--- config.mk ---
export PLATFORM = sky130hd
export DESIGN_NAME = cpu4_wbu
export DESIGN_NICKNAME = d
export VERILOG_FILES = /design/src/rtl/cpu4_wbu_pkg.sv /design/src/rtl/cpu4_wb_fifo.sv /design/src/rtl/cpu4_wbu.sv
export SDC_FILE = /design/constraint.sdc
export NUM_CORES = 1
export LEC_CHECK = 0
export ABC_AREA = 0
export CAP_MARGIN = 25
export CORE_ASPECT_RATIO = 1.25
export CORE_MARGIN = 2
export CORE_UTILIZATION = 30
export DETAILED_ROUTE_END_ITERATION = 8
export PLACE_DENSITY = 0.61
export SYNTH_ARGS = -nofsm -noshare
export SYNTH_HDL_FRONTEND = slang
export SYNTH_SLANG_ARGS = --single-unit
--- constraint.sdc ---
create_clock -name clk -period 3.73 [get_ports clk]
set_input_delay 0.5595 -clock clk [delete_from_list [all_inputs] [get_ports clk]]
set_output_delay 0.5595 -clock clk [all_outputs]
set_load 0.01 [all_outputs]
--- src/rtl/cpu4_wbu_pkg.sv ---
// Shared widths and types for the CPU4 write-back unit.
package cpu4_wbu_pkg;

  localparam int unsigned CPU4_XLEN        = 32;
  localparam int unsigned CPU4_RFIDX_WIDTH = 5;
  localparam int unsigned CPU4_RFREG_NUM   = 32;

  // One pending register-file write: destination index plus value.
  typedef struct packed {
    logic [CPU4_RFIDX_WIDTH-1:0] idx;
    logic [CPU4_XLEN-1:0]        data;
  } wb_entry_t;

  // Which source feeds the write-back output register this cycle.
  typedef enum logic [1:0] {
    SrcNone,
    SrcLsu,
    SrcAlu
  } wb_src_e;

  // One-hot decode of a register index into a scoreboard-wide mask.
  function automatic logic [CPU4_RFREG_NUM-1:0] idx_dec(input logic [CPU4_RFIDX_WIDTH-1:0] idx);
    logic [CPU4_RFREG_NUM-1:0] dec;
    dec      = '0;
    dec[idx] = 1'b1;
    return dec;
  endfunction

endpackage

--- src/rtl/cpu4_wb_fifo.sv ---
// Two-entry ALU result buffer: push when not full, pop strobe, head always visible.
module cpu4_wb_fifo #(
  parameter int unsigned Width = 37,
  parameter int unsigned Depth = 2
) (
  input  logic             clk,
  input  logic             rst,
  input  logic             push_valid,
  input  logic [Width-1:0] push_data,
  input  logic             pop,
  output logic [Width-1:0] head,
  output logic             empty,
  output logic             full
);

  logic [Width-1:0] mem_q [2];
  logic             wr_ptr_q, wr_ptr_d;
  logic             rd_ptr_q, rd_ptr_d;
  logic [1:0]       cnt_q, cnt_d;
  logic             push_en, pop_en;

  assign empty   = (cnt_q == 2'd0);
  assign full    = (cnt_q == 2'(Depth));
  assign push_en = push_valid & ~full;
  assign pop_en  = pop & ~empty;
  assign head    = mem_q[rd_ptr_q];

  // Pointer and occupancy next-state; simultaneous push and pop keep the count.
  always_comb begin
    wr_ptr_d = wr_ptr_q;
    rd_ptr_d = rd_ptr_q;
    cnt_d    = cnt_q + 2'(push_en) - 2'(pop_en);
    if (push_en) wr_ptr_d = ~wr_ptr_q;
    if (pop_en)  rd_ptr_d = ~rd_ptr_q;
  end

  // Control state register; reset empties the buffer, discarding contents.
  always_ff @(posedge clk) begin
    if (rst) begin
      wr_ptr_q <= 1'b0;
      rd_ptr_q <= 1'b0;
      cnt_q    <= 2'd0;
    end else begin
      wr_ptr_q <= wr_ptr_d;
      rd_ptr_q <= rd_ptr_d;
      cnt_q    <= cnt_d;
    end
  end

  // Storage write; stale data is harmless because the count gates visibility.
  always_ff @(posedge clk) begin
    if (push_en) mem_q[wr_ptr_q] <= push_data;
  end

endmodule

--- src/rtl/cpu4_wbu.sv ---
// Write-back unit: arbitrates load responses and buffered ALU results onto the
// register-file write port, and tracks outstanding loads in a scoreboard.
module cpu4_wbu
  import cpu4_wbu_pkg::*;
(
  input  logic                        clk,
  input  logic                        rst,
  input  logic                        alu_wb_valid,
  output logic                        alu_wb_ready,
  input  logic [CPU4_RFIDX_WIDTH-1:0] alu_wb_idx,
  input  logic [CPU4_XLEN-1:0]        alu_wb_data,
  input  logic                        lsu_req_valid,
  input  logic [CPU4_RFIDX_WIDTH-1:0] lsu_req_idx,
  input  logic                        lsu_rsp_valid,
  input  logic [CPU4_RFIDX_WIDTH-1:0] lsu_rsp_idx,
  input  logic [CPU4_XLEN-1:0]        lsu_rsp_data,
  output logic                        rd_wen,
  output logic [CPU4_RFIDX_WIDTH-1:0] rd_idx,
  output logic [CPU4_XLEN-1:0]        rd_data,
  output logic [CPU4_RFREG_NUM-1:0]   busy,
  output logic                        wb_err
);

  localparam int unsigned WB_FIFO_DEPTH = 2;

  wb_entry_t                     push_entry;
  wb_entry_t                     head_entry;
  logic                          fifo_empty;
  logic                          fifo_full;
  logic                          fifo_pop;
  logic                          alu_push_valid;
  logic                          alu_hs;
  wb_src_e                       src;

  logic                          rd_wen_q, rd_wen_d;
  logic [CPU4_RFIDX_WIDTH-1:0]   rd_idx_q, rd_idx_d;
  logic [CPU4_XLEN-1:0]          rd_data_q, rd_data_d;
  logic [CPU4_RFREG_NUM-1:0]     busy_q, busy_d;
  logic [CPU4_RFREG_NUM-1:0]     busy_set, busy_clr;
  logic                          err_q, err_d;
  logic                          req_err, rsp_err, alu_err;

  // Ready depends only on registered occupancy, never on same-cycle inputs.
  assign alu_wb_ready   = ~fifo_full;
  assign alu_push_valid = alu_wb_valid & ~rst;
  assign alu_hs         = alu_push_valid & alu_wb_ready;
  assign push_entry     = '{idx: alu_wb_idx, data: alu_wb_data};

  cpu4_wb_fifo #(
    .Width ($bits(wb_entry_t)),
    .Depth (WB_FIFO_DEPTH)
  ) u_fifo (
    .clk        (clk),
    .rst        (rst),
    .push_valid (alu_push_valid),
    .push_data  (push_entry),
    .pop        (fifo_pop),
    .head       (head_entry),
    .empty      (fifo_empty),
    .full       (fifo_full)
  );

  // Source select: load responses cannot be stalled, so they take priority.
  always_comb begin
    src = SrcNone;
    if (rst)                src = SrcNone;
    else if (lsu_rsp_valid) src = SrcLsu;
    else if (!fifo_empty)   src = SrcAlu;
  end

  assign fifo_pop = (src == SrcAlu);

  // Output register next-state; index 0 is retired without a write.
  always_comb begin
    rd_wen_d  = 1'b0;
    rd_idx_d  = rd_idx_q;
    rd_data_d = rd_data_q;
    unique case (src)
      SrcLsu: begin
        rd_wen_d  = (lsu_rsp_idx != '0);
        rd_idx_d  = lsu_rsp_idx;
        rd_data_d = lsu_rsp_data;
      end
      SrcAlu: begin
        rd_wen_d  = (head_entry.idx != '0);
        rd_idx_d  = head_entry.idx;
        rd_data_d = head_entry.data;
      end
      default: ;
    endcase
  end

  // Scoreboard next-state; a same-cycle set overrides a clear of the same bit.
  always_comb begin
    busy_set  = lsu_req_valid ? idx_dec(lsu_req_idx) : '0;
    busy_clr  = lsu_rsp_valid ? idx_dec(lsu_rsp_idx) : '0;
    busy_d    = (busy_q & ~busy_clr) | busy_set;
    busy_d[0] = 1'b0;
  end

  // Protocol checks observe the pre-update scoreboard and never affect data flow.
  always_comb begin
    req_err = lsu_req_valid && (lsu_req_idx != '0) && busy_q[lsu_req_idx] &&
              !(lsu_rsp_valid && (lsu_rsp_idx == lsu_req_idx));
    rsp_err = lsu_rsp_valid && (lsu_rsp_idx != '0) && !busy_q[lsu_rsp_idx];
    alu_err = alu_hs && (alu_wb_idx != '0) && busy_q[alu_wb_idx];
    err_d   = err_q | req_err | rsp_err | alu_err;
  end

  // State registers; reset clears everything and ignores all input valids.
  always_ff @(posedge clk) begin
    if (rst) begin
      rd_wen_q  <= 1'b0;
      rd_idx_q  <= '0;
      rd_data_q <= '0;
      busy_q    <= '0;
      err_q     <= 1'b0;
    end else begin
      rd_wen_q  <= rd_wen_d;
      rd_idx_q  <= rd_idx_d;
      rd_data_q <= rd_data_d;
      busy_q    <= busy_d;
      err_q     <= err_d;
    end
  end

  assign rd_wen  = rd_wen_q;
  assign rd_idx  = rd_idx_q;
  assign rd_data = rd_data_q;
  assign busy    = busy_q;
  assign wb_err  = err_q;

endmodule

==> summary.md <==
| Metric | Value |
|---|---|
| Nets | `843` |
| Clk Latency, worst-skew pair | `420 ps` |
| Period utilization | `0.7009` |
| Num CTS Buffers | `17` |
| CP Launch Type | `input port` |
| Placeable Area | `approximately 22000 um2` |
| Power Density | `488.9 nW/um2` |
| Drt wl/cell | `17.75 um` |
| Initial antenna violation count | `0` |
| Grt total ovfl | `0` |
| Clock sink total | `149` |
| Initial drt markers | `233` |
| Synth top area share | `0.3280` |
| Max stage delay on crit path | `between 1000 and 1500 ps` |
| RD Place Congestion | `around 0.86` |
| Post-synth EDFFs | `between 70 and 80` |
| CP max stage cell | `clkdlybuf4s50_1` |
| Largest net degree at the start of global routing | `76` |
| Final setup viols | `0` |
| Layout cells sized above 1 | `0.08961` |
| Setup TNS | `0 ps` |
| Total GRT Usage | `0.1557` |
| Hold_buf cts | `0` |
| DRC Markers | `0` |
| Distinct cells, synth | `50` |
| Via count | `5353` |
| Crit-path max FO | `20` |
| Post-cts resize count | `0` |
| Drt pass-1 iters | `4` |
| Average size of a mapped cell | `10.82 um2` |
| Register area share after synthesis | `0.5496` |
| Via-to-Cell Ratio | `5.084` |
| Worst setup EP type | `register` |
| CTS tree | `built` |
| DIE AREA | `23810 um2` |
| Critical path type | `input port to register` |
| Cells after Synth | `between 600 and 700` |
| HPWL Detailed | `~13000 um` |
| Ranking of synthesized cells by area | `edfxtp_1 33%, dfxtp_1 22%, mux2i_1 7.5%` |
| Syn nets | `712` |
| I/O pin cnt | `156` |
| Leak pwr | `3.060 nW` |
| Min-Delay Startpoint | `u_fifo.rd_ptr_q$_SDFFE_PP0P_` |
| Post-route ant nets | `0` |
| Clock Skew | `10.66 ps` |
| Asr flop ratio synth | `0` |
| Warnings, synthesis | `0` |
| Hold_ws | `504.1 ps` |
| Peak Freq | `382.5 MHz` |
| CTS H-tree lvls | `4` |
| Clk buf depth | `2` |
| Post-CTS Setup Repair Bufs | `0` |
| Status | `complete, no violations` |
| Sequential Area | `3725 um2` |
| Footprint of the multi-input gates | `2760 um2` |
| Critical Path RT | `4020 ps` |
| Commonest non-fill, non-tap cells in the layout | `152 x clkdlybuf4s50_1, 83 x nor2_1, 75 x a21oi_1` |
| Critical path arrival | `2900 ps` |
| Final Hold Vio Count | `0` |
| Clock-pin slew on the worst setup and hold paths | `60 ps` |
| Type of the worst min-delay path | `register to register` |
| P&R area growth vs syn | `33.28%` |
| RSZ-0062 raised after global routing | `no` |
| Total of fill cells in the finished design | `between 2k and 2.5k` |
| Maximum vdd drop | `between 0.2 and 0.3 mV` |
| Fin crit period | `about 2600 ps` |
| First-pass GRT wire length | `28920 um` |
| CP startpoint | `lsu_req_idx[1]` |
| Mapped Area | `6775 um2` |
| Placed cells | `around 1k` |
| Synth area leader | `edfxtp_1` |
| Slew Limit Fails | `0` |
| Tightest Pin Transition | `870.0 ps` |
| N_diodes | `0` |
| Fin cells | `1053` |
| Reg-to-Reg Start | `u_fifo.cnt_q[0]$_SDFF_PP0_` |
| Main synth FF type | `dfxtp_1` |
| Synth Register Bits | `approximately 150` |
| CP cell instances | `clkdlybuf4s50_1, mux2_2, a32oi_1, o311ai_1, a211oi_1, a311oi_1, nand4b_1` |
| Port Buffer Count | `about 150` |
| Root Buffer | `clkbuf_16` |
| Vias in the first global route | `5155` |
| Die Wd | `roughly 140 um` |
| Max Cap Violations | `0` |
| Final wirelength | `approximately 19000 um` |
| Most common cell after layout, fill and taps aside | `clkdlybuf4s50_1` |
| Cell row count | `61` |
| Rel. slew slack | `0.4200` |
| Die height | `172.0 um` |
| Starting density of the core | `0.3051` |
==> cell usage after synthesis, types with 2 or more instances <==
cell type,number
xor2_1,5
buf_6,2
mux2_2,12
buf_4,3
buf_2,20
nor2b_1,3
nor2_1,83
a21oi_1,75
clkbuf_1,23
o22ai_1,6
mux4_1,6
and2_1,2
nand4_1,3
o21ai_0,35
nor3b_1,2
nor3_1,2
a32oi_1,2
nand3b_1,4
edfxtp_1,74
and3b_1,3
a311oi_1,2
o31ai_1,2
ha_1,2
or3b_2,3
mux4_2,3
inv_1,10
nor3b_2,3
nand2_1,40
or3_1,3
nand3_1,4
a22oi_1,5
mux2i_1,51
dfxtp_1,75
a211oi_1,37
mux2_1,3
and3_1,2
xnor2_1,3
==> critical path, delay by kind of cell <==
family	cells	cell delay (ps)
buffers and inverters	1	1020
AO/OA/AOI/OAI	4	690
multiplexers	1	410
AND/OR/NAND/NOR	1	210
==> routing by layer <==
| metal | share of wire | GRT usage | vias up |
|---|---|---|---|
| met5 | 0 | 0 | - |
| met4 | 0.018 | 0.04481 | 0 |
| met3 | 0.057 | 0.03683 | 21 |
| met2 | 0.48 | 0.2604 | 193 |
| met1 | 0.45 | 0.2023 | 2582 |
| li1 | - | - | 2557 |
==> logic make-up after synthesis <==
kind of cell | share of synthesized area
buffers and inverters | 0.04432
other | 0.0005535
AOI/OAI and AO/OA | 0.1472
xor gates and xnor gates | 0.01034
DFF | 0.5496
muxes | 0.1335
adders and majority gates | 0.003693
and+or+nand+nor | 0.1108
==> cell type report <==
type	count	share of cell area
Multi-Input combinational cell	417	0.3057
Clock inverter	15	0.01510
Tap cell	283	0.03921
Inverter	10	0.004157
Sequential cell	149	0.4125
Clock buffer	17	0.04711
Timing Repair Buffer	162	0.1763
==> worst paths after layout <==
kind	to	slack, ps	cells past startpoint
worst min register to register	register	500	2
worst max-delay path	wb_err$_SDFF_PP0_	1120	7
worst max register to register	u_fifo.mem_q[1][30]$_DFFE_PP_	1640	5
worst min-delay path	register	500	2
==> flip-flops by register name, summed over array words and instances (netlist names), named ones only <==
name,count
wb_err,1
busy,31
rd_data,32
u_fifo.cnt_q,2
u_fifo.mem_q,74
rd_idx,5
u_fifo.rd_ptr_q,1
u_fifo.wr_ptr_q,1
rd_wen,1
==> power by group <==
part           internal [mW]  switching (mW)
sequential              1.84          0.0809
combinational          0.407           0.454
clock                  0.881           0.748
total                   3.13            1.28
==> through the flow <==
stage	instance area, um2	worst slack, ps	total power, mW	utilization
finish	9030	1116	4.414	0.4066
floorplan	6775	617.3	2.489	-
global placement	8468	803.2	2.818	0.3813
CTS	9030	1193	4.472	0.4066
detailed placement	8468	726.3	2.831	0.3813
global route	9030	1007	4.650	0.4066
No activity file was read; power rests on OpenSTA's default activity.
